$ cat config.mk
export PLATFORM = sky130hd
export DESIGN_NAME = wb_master_interface
export DESIGN_NICKNAME = d
export VERILOG_FILES = /design/src/rtl/wb_master_pkg.sv /design/src/rtl/wb_master_interface_timeout.sv /design/src/rtl/wb_master_interface.sv
export SDC_FILE = /design/constraint.sdc
export NUM_CORES = 1
export LEC_CHECK = 0
export ABC_AREA = 1
export CAP_MARGIN = 15
export CORE_ASPECT_RATIO = 1.1
export CORE_MARGIN = 4
export CORE_UTILIZATION = 47
export CTS_CLUSTER_SIZE = 20
export DETAILED_ROUTE_END_ITERATION = 7
export GPL_ROUTABILITY_DRIVEN = 0
export PLACE_DENSITY = 0.86
export SYNTH_ARGS = -nofsm -noshare
export SYNTH_HDL_FRONTEND = slang
export SYNTH_SLANG_ARGS = --single-unit
$ cat constraint.sdc
create_clock -name wb_clk_i -period 3.9 [get_ports wb_clk_i]
set_input_delay 0.39 -clock wb_clk_i [delete_from_list [all_inputs] [get_ports wb_clk_i]]
set_output_delay 0.39 -clock wb_clk_i [all_outputs]
set_load 0.1 [all_outputs]
$ cat src/rtl/wb_master_pkg.sv
`default_nettype none
// ============================================================================
// Module      : wb_master_pkg
// Description : Shared types and constants for the Wishbone initiator.
// Revision    : 1.0 - initial release
// ============================================================================
package wb_master_pkg;

    localparam int C_WB_DATA_WIDTH = 32;

    // Value presented on the client read bus whenever no valid read data exists
    localparam logic [C_WB_DATA_WIDTH-1:0] C_IDLE_READ_VALUE = 32'hFFFF_FFFF;

    typedef enum logic [1:0] {
        STATE_IDLE     = 2'd0,
        STATE_REQUEST  = 2'd1,
        STATE_WAIT_ACK = 2'd2,
        STATE_FINISH   = 2'd3
    } state_t;

endpackage
`default_nettype wire

$ cat src/rtl/wb_master_interface_timeout.sv
`default_nettype none
// ============================================================================
// Module      : wb_timeout_counter
// Description : Cycle counter that flags the cycle in which it reaches limit.
//               A limit of zero never expires.
// Revision    : 1.0 - initial release
// ============================================================================
module wb_timeout_counter #(
    parameter int WIDTH = 8
) (
    input  logic             clk,
    input  logic             rst_n,
    input  logic             clear,
    input  logic             enable,
    input  logic [WIDTH-1:0] limit,
    output logic             expired
);

    localparam logic [WIDTH-1:0] C_ONE = WIDTH'(1);

    logic [WIDTH-1:0] count_q;
    logic [WIDTH-1:0] count_d;

    // Next count: clear has priority over counting
    always_comb begin
        count_d = count_q;
        if (clear) begin
            count_d = '0;
        end else if (enable) begin
            count_d = count_q + C_ONE;
        end
    end

    // Count register
    always_ff @(posedge clk or negedge rst_n) begin
        if (!rst_n) begin
            count_q <= '0;
        end else begin
            count_q <= count_d;
        end
    end

    // Expiry is flagged on the edge where the count would become equal to limit
    assign expired = enable && !clear && (limit != '0) && (count_q == (limit - C_ONE));

endmodule
`default_nettype wire

$ cat src/rtl/wb_master_interface.sv
`default_nettype none
// ============================================================================
// Module      : wb_master_interface
// Description : Wishbone pipelined initiator issuing single 32-bit reads and
//               writes for a level-held client request, with response timeout.
// Revision    : 1.0 - initial release
// ============================================================================
module wb_master_interface
    import wb_master_pkg::*;
#(
    parameter int ADDR_WIDTH     = 24,
    parameter int TIMEOUT_CYCLES = 255,
    parameter int TIMEOUT_WIDTH  = 8
) (
    input  logic                       wb_clk_i,
    input  logic                       wb_rst_n_i,
    input  logic [ADDR_WIDTH-1:0]      coreAddress,
    input  logic [3:0]                 coreByteSelect,
    input  logic                       coreWriteEnable,
    input  logic                       coreReadEnable,
    input  logic [C_WB_DATA_WIDTH-1:0] coreDataWrite,
    output logic [C_WB_DATA_WIDTH-1:0] coreDataRead,
    output logic                       coreBusy,
    output logic                       coreError,
    output logic                       wb_cyc_o,
    output logic                       wb_stb_o,
    output logic                       wb_we_o,
    output logic [3:0]                 wb_sel_o,
    output logic [ADDR_WIDTH-1:0]      wb_adr_o,
    output logic [C_WB_DATA_WIDTH-1:0] wb_data_o,
    input  logic [C_WB_DATA_WIDTH-1:0] wb_data_i,
    input  logic                       wb_ack_i,
    input  logic                       wb_stall_i,
    input  logic                       wb_error_i
);

    localparam logic [TIMEOUT_WIDTH-1:0] C_TIMEOUT_LIMIT = TIMEOUT_WIDTH'(TIMEOUT_CYCLES);

    state_t                       state_q,  state_d;
    logic                         cyc_q,    cyc_d;
    logic                         stb_q,    stb_d;
    logic                         we_q,     we_d;
    logic [3:0]                   sel_q,    sel_d;
    logic [ADDR_WIDTH-1:0]        adr_q,    adr_d;
    logic [C_WB_DATA_WIDTH-1:0]   wdata_q,  wdata_d;
    logic [C_WB_DATA_WIDTH-1:0]   rdata_q,  rdata_d;
    logic                         err_q,    err_d;

    logic w_request;
    logic w_response;
    logic w_expired;
    logic w_counting;

    assign w_request  = coreWriteEnable || coreReadEnable;
    assign w_counting = (state_q == STATE_REQUEST) || (state_q == STATE_WAIT_ACK);

    // A response only counts once the strobe has been (or is being) accepted
    assign w_response = (wb_ack_i || wb_error_i) &&
                        ((state_q == STATE_WAIT_ACK) ||
                         ((state_q == STATE_REQUEST) && !wb_stall_i));

    wb_timeout_counter #(
        .WIDTH (TIMEOUT_WIDTH)
    ) u_timeout (
        .clk     (wb_clk_i),
        .rst_n   (wb_rst_n_i),
        .clear   (state_q == STATE_IDLE),
        .enable  (w_counting),
        .limit   (C_TIMEOUT_LIMIT),
        .expired (w_expired)
    );

    // Next-state and next-output computation for the transaction sequencer
    always_comb begin
        state_d = state_q;
        cyc_d   = cyc_q;
        stb_d   = stb_q;
        we_d    = we_q;
        sel_d   = sel_q;
        adr_d   = adr_q;
        wdata_d = wdata_q;
        rdata_d = rdata_q;
        err_d   = err_q;
        case (state_q)
            STATE_IDLE: begin
                if (w_request) begin
                    adr_d   = coreAddress;
                    sel_d   = coreByteSelect;
                    we_d    = coreWriteEnable;
                    wdata_d = coreWriteEnable ? coreDataWrite : '0;
                    cyc_d   = 1'b1;
                    stb_d   = 1'b1;
                    state_d = STATE_REQUEST;
                end
            end
            STATE_REQUEST, STATE_WAIT_ACK: begin
                if ((state_q == STATE_REQUEST) && !wb_stall_i) begin
                    stb_d   = 1'b0;
                    state_d = STATE_WAIT_ACK;
                end
                // A real response beats a timeout expiring on the same edge
                if (w_response) begin
                    cyc_d   = 1'b0;
                    state_d = STATE_FINISH;
                    if (wb_error_i) begin
                        err_d   = 1'b1;
                        rdata_d = C_IDLE_READ_VALUE;
                    end else if (!we_q) begin
                        rdata_d = wb_data_i;
                    end
                end else if (w_expired) begin
                    stb_d   = 1'b0;
                    cyc_d   = 1'b0;
                    err_d   = 1'b1;
                    rdata_d = C_IDLE_READ_VALUE;
                    state_d = STATE_FINISH;
                end
            end
            STATE_FINISH: begin
                rdata_d = C_IDLE_READ_VALUE;
                err_d   = 1'b0;
                state_d = STATE_IDLE;
            end
            default: begin
                state_d = STATE_IDLE;
            end
        endcase
    end

    // State and registered bus/client outputs
    always_ff @(posedge wb_clk_i or negedge wb_rst_n_i) begin
        if (!wb_rst_n_i) begin
            state_q <= STATE_IDLE;
            cyc_q   <= 1'b0;
            stb_q   <= 1'b0;
            we_q    <= 1'b0;
            sel_q   <= '0;
            adr_q   <= '0;
            wdata_q <= '0;
            rdata_q <= C_IDLE_READ_VALUE;
            err_q   <= 1'b0;
        end else begin
            state_q <= state_d;
            cyc_q   <= cyc_d;
            stb_q   <= stb_d;
            we_q    <= we_d;
            sel_q   <= sel_d;
            adr_q   <= adr_d;
            wdata_q <= wdata_d;
            rdata_q <= rdata_d;
            err_q   <= err_d;
        end
    end

    // Busy follows the raw request in IDLE and drops only for the FINISH cycle
    assign coreBusy     = (state_q == STATE_IDLE) ? w_request : (state_q != STATE_FINISH);
    assign coreDataRead = rdata_q;
    assign coreError    = err_q;
    assign wb_cyc_o     = cyc_q;
    assign wb_stb_o     = stb_q;
    assign wb_we_o      = we_q;
    assign wb_sel_o     = sel_q;
    assign wb_adr_o     = adr_q;
    assign wb_data_o    = wdata_q;

endmodule
`default_nettype wire

==> impl_metrics.toml <==
[place]
dp_hpwl_mm = 10.2
place_ws_ns = 0.672
portBuffers = 195
placed_cell_area_um2 = 6910

[job]
max-cap-violations = 0

[worst_setup_path]
reg2reg_from = "state_q[0]"
worstPathArrival_ns = 3.28
crit_required_ns = 4.18
timing.rr.end = "coreDataRead[22]"
end_kind = "flip-flop"
start_kind = "flip-flop"
r2r_slack_ns = 0.90
rr_worst_depth = 8
path_class = "reg -> reg"
path_max_fanout = 35

[layout]
multiInputGateArea_um2 = 1970
nets = 870
area_growth_pct = 45.7
n_fill_cell = 790
final_common_cell = "nand2_1"
antenna_cells = 0
seqCellArea_um2 = 2690
fin_area_um2 = 7240
drive_above_1_share = 0.0819
layout_common_cells = "nand2_1 (246), clkdlybuf4s50_1 (193), dfrtp_1 (74)"

[floorplan]
die-area_um2 = 12300
start_util = 0.480
die_y_um = 116
rows = 39
coreArea_um2 = 10300
ios = 196
fp.dieW_um = 106

[clocking]
cts_buffers = 9
clock_sinks = 106
cts_setup_buffers = 0
clk_pin_slew_ns = 0.07
h-tree-depth = 3
insertion_delay_ns = 0.34
cts-root-buf = "clkbuf_16"
cts_buffer_depth = 2
hold_buffers = 0
cts_resized = 0
cts_tree = "done"

[sta]
period_share = 0.769
fin_skew_ns = 0.00750
worst_slack_ns = 0.900
final_max_slew_viol_count = 0
layout_min_cycle_time_ns = 3.00
rsz0062_at_grt = "false"
tns_ns = 0
worst_pin_slew_ns = 1.04
holdWs_ns = 0.246
slew_headroom = 0.305
clock.fmax_mhz = 333
hold_viol = 0
final-setup-viol-count = 0

[global_route]
grt_max_degree = 85
globalRouteOverflowTotal = 0
antenna_found_initial = 0
grt_pass1_vias = 4835
grt.total_usage = 0.235
grt_pass1_wl_mm = 23.4

[routing]
dr.pass1.iters = 5
drt_iter0_markers = 311
wl_per_cell_um = 15.7
wl_mm = 14.3
ant_nets = 0
dr_total_vias = 4812
routed_via_density = 5.28
drc_errors = 0

[logic_synthesis]
postSynthCellCount = 597
yosysUniqueCellTypes = 24
syn_area_um2 = 4970
yosys_warnings = 0
synth.ff_latch_count = 106
ys_seq_area_frac = 0.542
syn_area_per_cell_um2 = 8.32
syn_nets = 703

[status]
status = "finished, final reports clean"

[hold_path]
hp-class = "in -> async"
-- layout make-up --
class	count	share of cell area
clock buffer	15	0.0413
clock inverter	1	0.000691
timing repair buffer	200	0.279
sequential	106	0.372
inverter	22	0.0114
tap	143	0.0247
multi-input combinational	425	0.271
-- metal layers --
metal	vias up	global-route usage	wire length, um
met5	-	0	0
met4	0	0.0648	226
met3	27	0.0891	1460
met2	230	0.398	6930
met1	2277	0.284	5730
li1	2278	-	-
-- worst max-delay path, stage by stage (launching register included) --
cell and delay, ns:
dfrtp_1 0.42, inv_1 0.13, ha_1 0.19, inv_1 0.06, nand2_2 0.45, nand4_2 0.80, nand3_4 0.66, nand2_1 0.12
nand2_1 0.10
-- state kept, by name (all words and copies together), names as in the netlist --
name               flops
coreDataRead          32
u_timeout.count_q      8
coreError              1
wb_we_o                1
wb_sel_o               4
wb_data_o             32
wb_stb_o               1
state_q                2
wb_cyc_o               1
wb_adr_o              24
-- cell families (layout without fill, tap and decap cells) --
| family | after synthesis | count (layout) | share of synthesized area |
|---|---|---|---|
| AO/OA/AOI/OAI | 17 | 17 | 0.0189 |
| XOR/XNOR | 1 | 1 | 0.00176 |
| adder cells (fa/ha/maj) | 7 | 7 | 0.0176 |
| buffers and inverters | 66 | 238 | 0.0627 |
| flip-flops | 106 | 106 | 0.542 |
| AND/OR/NAND/NOR | 400 | 400 | 0.357 |
-- worst max path at each step --
stage                from                to  cells after the start
2_1_floorplan  state_q[0]          coreBusy                      6
3_5_place_dp   wb_error_i  coreDataRead[22]                      7
4_1_cts        state_q[0]  coreDataRead[22]                      8
6_report       state_q[0]  coreDataRead[22]                      8
3_3_place_gp   wb_error_i  coreDataRead[27]                      7
5_1_grt        state_q[0]   coreDataRead[9]                      8
-- through the flow --
step / cells / util
final: 912 / 0.700
after global routing: 912 / 0.700
after CTS: 911 / 0.697
after detailed placement: 895 / 0.668
after global placement: 895 / 0.668
after floorplan: 597 / -
-- cells in the mapped netlist --
| cell | count | area [um2] |
|---|---|---|
| inv_1 | 20 | 75.1 |
| dfstp_2 | 32 | 841 |
| ha_1 | 7 | 87.6 |
| o21ai_0 | 10 | 50.1 |
| nand2_2 | 2 | 12.5 |
| or2_4 | 1 | 8.76 |
| dfrtp_1 | 74 | 1850 |
| nand4_1 | 66 | 413 |
| o22ai_1 | 1 | 6.26 |
| nand3_4 | 2 | 35.0 |
| nand2_4 | 2 | 22.5 |
| buf_4 | 2 | 15.0 |
| nand3_1 | 38 | 190 |
| nor2_1 | 42 | 158 |
| inv_2 | 2 | 7.51 |
| buf_2 | 15 | 75.1 |
| clkbuf_1 | 22 | 82.6 |
| nand2_1 | 246 | 923 |
| o211ai_1 | 2 | 15.0 |
| nand4_2 | 1 | 12.5 |
| a21oi_1 | 3 | 15.0 |
| a21boi_0 | 1 | 7.51 |
| buf_6 | 5 | 56.3 |
| xor2_1 | 1 | 8.76 |
Power is left out: the tool's default activity adds up to more than one toggle a clock period on the data nets, which glitch-free logic cannot reach.
==> variant: new RTL, config.mk and constraints unchanged <==
Reset style: synchronous (`rst_n` and `wb_rst_n_i`), changed in 2 clocked blocks.
--- a/src/rtl/wb_master_interface_timeout.sv
+++ b/src/rtl/wb_master_interface_timeout.sv
@@ -32,7 +32,7 @@
     end
 
     // Count register
-    always_ff @(posedge clk or negedge rst_n) begin
+    always_ff @(posedge clk) begin
         if (!rst_n) begin
             count_q <= '0;
         end else begin
--- a/src/rtl/wb_master_interface.sv
+++ b/src/rtl/wb_master_interface.sv
@@ -128,7 +128,7 @@
     end
 
     // State and registered bus/client outputs
-    always_ff @(posedge wb_clk_i or negedge wb_rst_n_i) begin
+    always_ff @(posedge wb_clk_i) begin
         if (!wb_rst_n_i) begin
             state_q <= STATE_IDLE;
             cyc_q   <= 1'b0;
Formal check against the unedited RTL: differs if wb_rst_n_i is asserted again (counterexample within 4 cycles, from zero or initial values and one cycle with wb_rst_n_i low); with wb_rst_n_i held inactive, the same outputs for 10 cycles.
==> variant against the unedited design <==
- area after synthesis shrank 9.1%
- wire length fell by 0.12%
- worst setup slack improved by 220 ps
- design area shrank 8.7%
- sequential cell count unchanged
==> variant: results (changes against the unedited design) <==
<table>
<tr><th>Metric</th><th>Value</th></tr>
<tr><th colspan="2">Critical path</th></tr>
<tr><td>Worst path arrival time</td><td>2390 ps (-890 ps)</td></tr>
<tr><td>Critical path origin</td><td>state_q[0]$_SDFFE_PN0P_</td></tr>
<tr><td>Capturing element of the worst setup path</td><td>coreBusy</td></tr>
<tr><td>Family of cells with the greatest summed delay on the critical path</td><td>buffers and inverters</td></tr>
<tr><td>R2r worst-path depth</td><td>9 (+1)</td></tr>
<tr><td>CP max stage delay</td><td>460 ps (-340 ps)</td></tr>
<tr><td>R2r setup slk</td><td>1350 ps (+450 ps)</td></tr>
<tr><td>Launch point of the worst reg-to-reg path</td><td>state_q[1]$_SDFFE_PN0P_</td></tr>
<tr><td>Endpoint of the lowest-slack register-to-register path</td><td>coreDataRead[2]$_SDFFE_PN1P_</td></tr>
<tr><th colspan="2">Status</th></tr>
<tr><td>Result of the run</td><td>complete, no violations</td></tr>
<tr><th colspan="2">Yosys</th></tr>
<tr><td>Portion of the post-synthesis area used by sequential elements</td><td>47.0% (-7.2 points)</td></tr>
<tr><td>Syn Nets</td><td>711 (+1.1%)</td></tr>
<tr><td>Top FF cell, synth</td><td>sky130_fd_sc_hd__dfxtp_1</td></tr>
<tr><td>Post-synth top cells</td><td>sky130_fd_sc_hd__dfxtp_1, sky130_fd_sc_hd__nor2_1, sky130_fd_sc_hd__nand2_1</td></tr>
<tr><td>Async SR Flop Fraction</td><td>0% (-100 points)</td></tr>
<tr><td>Ranking of synthesized cells by area</td><td>sky130_fd_sc_hd__dfxtp_1, sky130_fd_sc_hd__nand4_1, sky130_fd_sc_hd__nor2_1, sky130_fd_sc_hd__nand3_1, sky130_fd_sc_hd__nand2_1</td></tr>
<tr><th colspan="2">Cells and area</th></tr>
<tr><td>Fraction of area in non-clock buffers</td><td>30.0% (+2.1 points)</td></tr>
<tr><td>Count of clock buffers in the final design</td><td>10 (-5)</td></tr>
<tr><td>Share of the final layout cell area in multi-input gates</td><td>31.4% (+4.2 points)</td></tr>
<tr><td>Fraction of standard cell area that is sequential</td><td>32.1% (-5.1 points)</td></tr>
<tr><td>Share of final-layout standard cells stronger than drive strength 1</td><td>4.94% (-3.3 points)</td></tr>
<tr><td>Filler cells</td><td>708 (-10%)</td></tr>
<tr><td>Clock buffer and inverter area fraction after layout</td><td>2.97% (-1.2 points)</td></tr>
<tr><th colspan="2">Route</th></tr>
<tr><td>Total via count after detailed routing</td><td>4897 (+1.8%)</td></tr>
<tr><td>Final routed wirelength across all metal layers</td><td>14.3 mm (-0.12%)</td></tr>
<tr><td>Drt pass-1 iters</td><td>6 (+1)</td></tr>
<tr><th colspan="2">Global routing</th></tr>
<tr><td>Wire length of the first global-routing pass</td><td>23.3 mm (-0.53%)</td></tr>
<tr><td>Aggregate global-route resource usage</td><td>25.1% (+1.6 points)</td></tr>
<tr><th colspan="2">STA</th></tr>
<tr><td>Slew at the pin closest to its max-slew limit</td><td>1090 ps (+53.1 ps)</td></tr>
<tr><td>Worst Setup Slack, final</td><td>1120 ps (+217 ps)</td></tr>
</table>
## variant: cell families after synthesis
logic type	count (synthesis)	synth area share, %
compound gates	81	9.28
flops	106	47.0
buf+inv	76	7.07
simple gates	334	34.5
xor+xnor	1	0.194
fa+ha+maj	7	1.94
## variant: metal layers
metal	track usage, %	part of all wire, %	vias to the layer above
li1	-	-	2365
met1	30.3	38	2248
met2	41.9	48	268
met3	10.4	13	16
met4	4.61	1.1	0
met5	0	0	-
## variant: worst min-delay path by stage
stage,startpoint,end,slack [ps],depth (start not counted)
floorplan,u_timeout.count_q[7]$_SDFFE_PP0N_,u_timeout.count_q[7]$_SDFFE_PP0N_,440,2
global placement,coreDataRead[6]$_SDFFE_PN1P_,coreDataRead[6]$_SDFFE_PN1P_,440,2
detailed placement,coreDataRead[6]$_SDFFE_PN1P_,coreDataRead[6]$_SDFFE_PN1P_,450,2
CTS,coreDataRead[6]$_SDFFE_PN1P_,coreDataRead[6]$_SDFFE_PN1P_,470,2
global route,wb_data_o[11]$_SDFFE_PN0P_,wb_data_o[11]$_SDFFE_PN0P_,500,2
finish,wb_cyc_o$_SDFFE_PN0P_,wb_cyc_o$_SDFFE_PN0P_,470,2
## variant: stage by stage
| step | instance area (µm²) | instances | util, % | total power [µW] |
|---|---|---|---|---|
| 2_1_floorplan | 4520 | 605 | - | 5010 |
| 3_3_place_gp | 6410 | 870 | 68.6 | 5840 |
| 3_5_place_dp | 6410 | 870 | 68.6 | 5940 |
| 4_1_cts | 6610 | 886 | 70.7 | 6600 |
| 5_1_grt | 6610 | 886 | 70.7 | 6940 |
| 6_report | 6610 | 886 | 70.7 | 6590 |
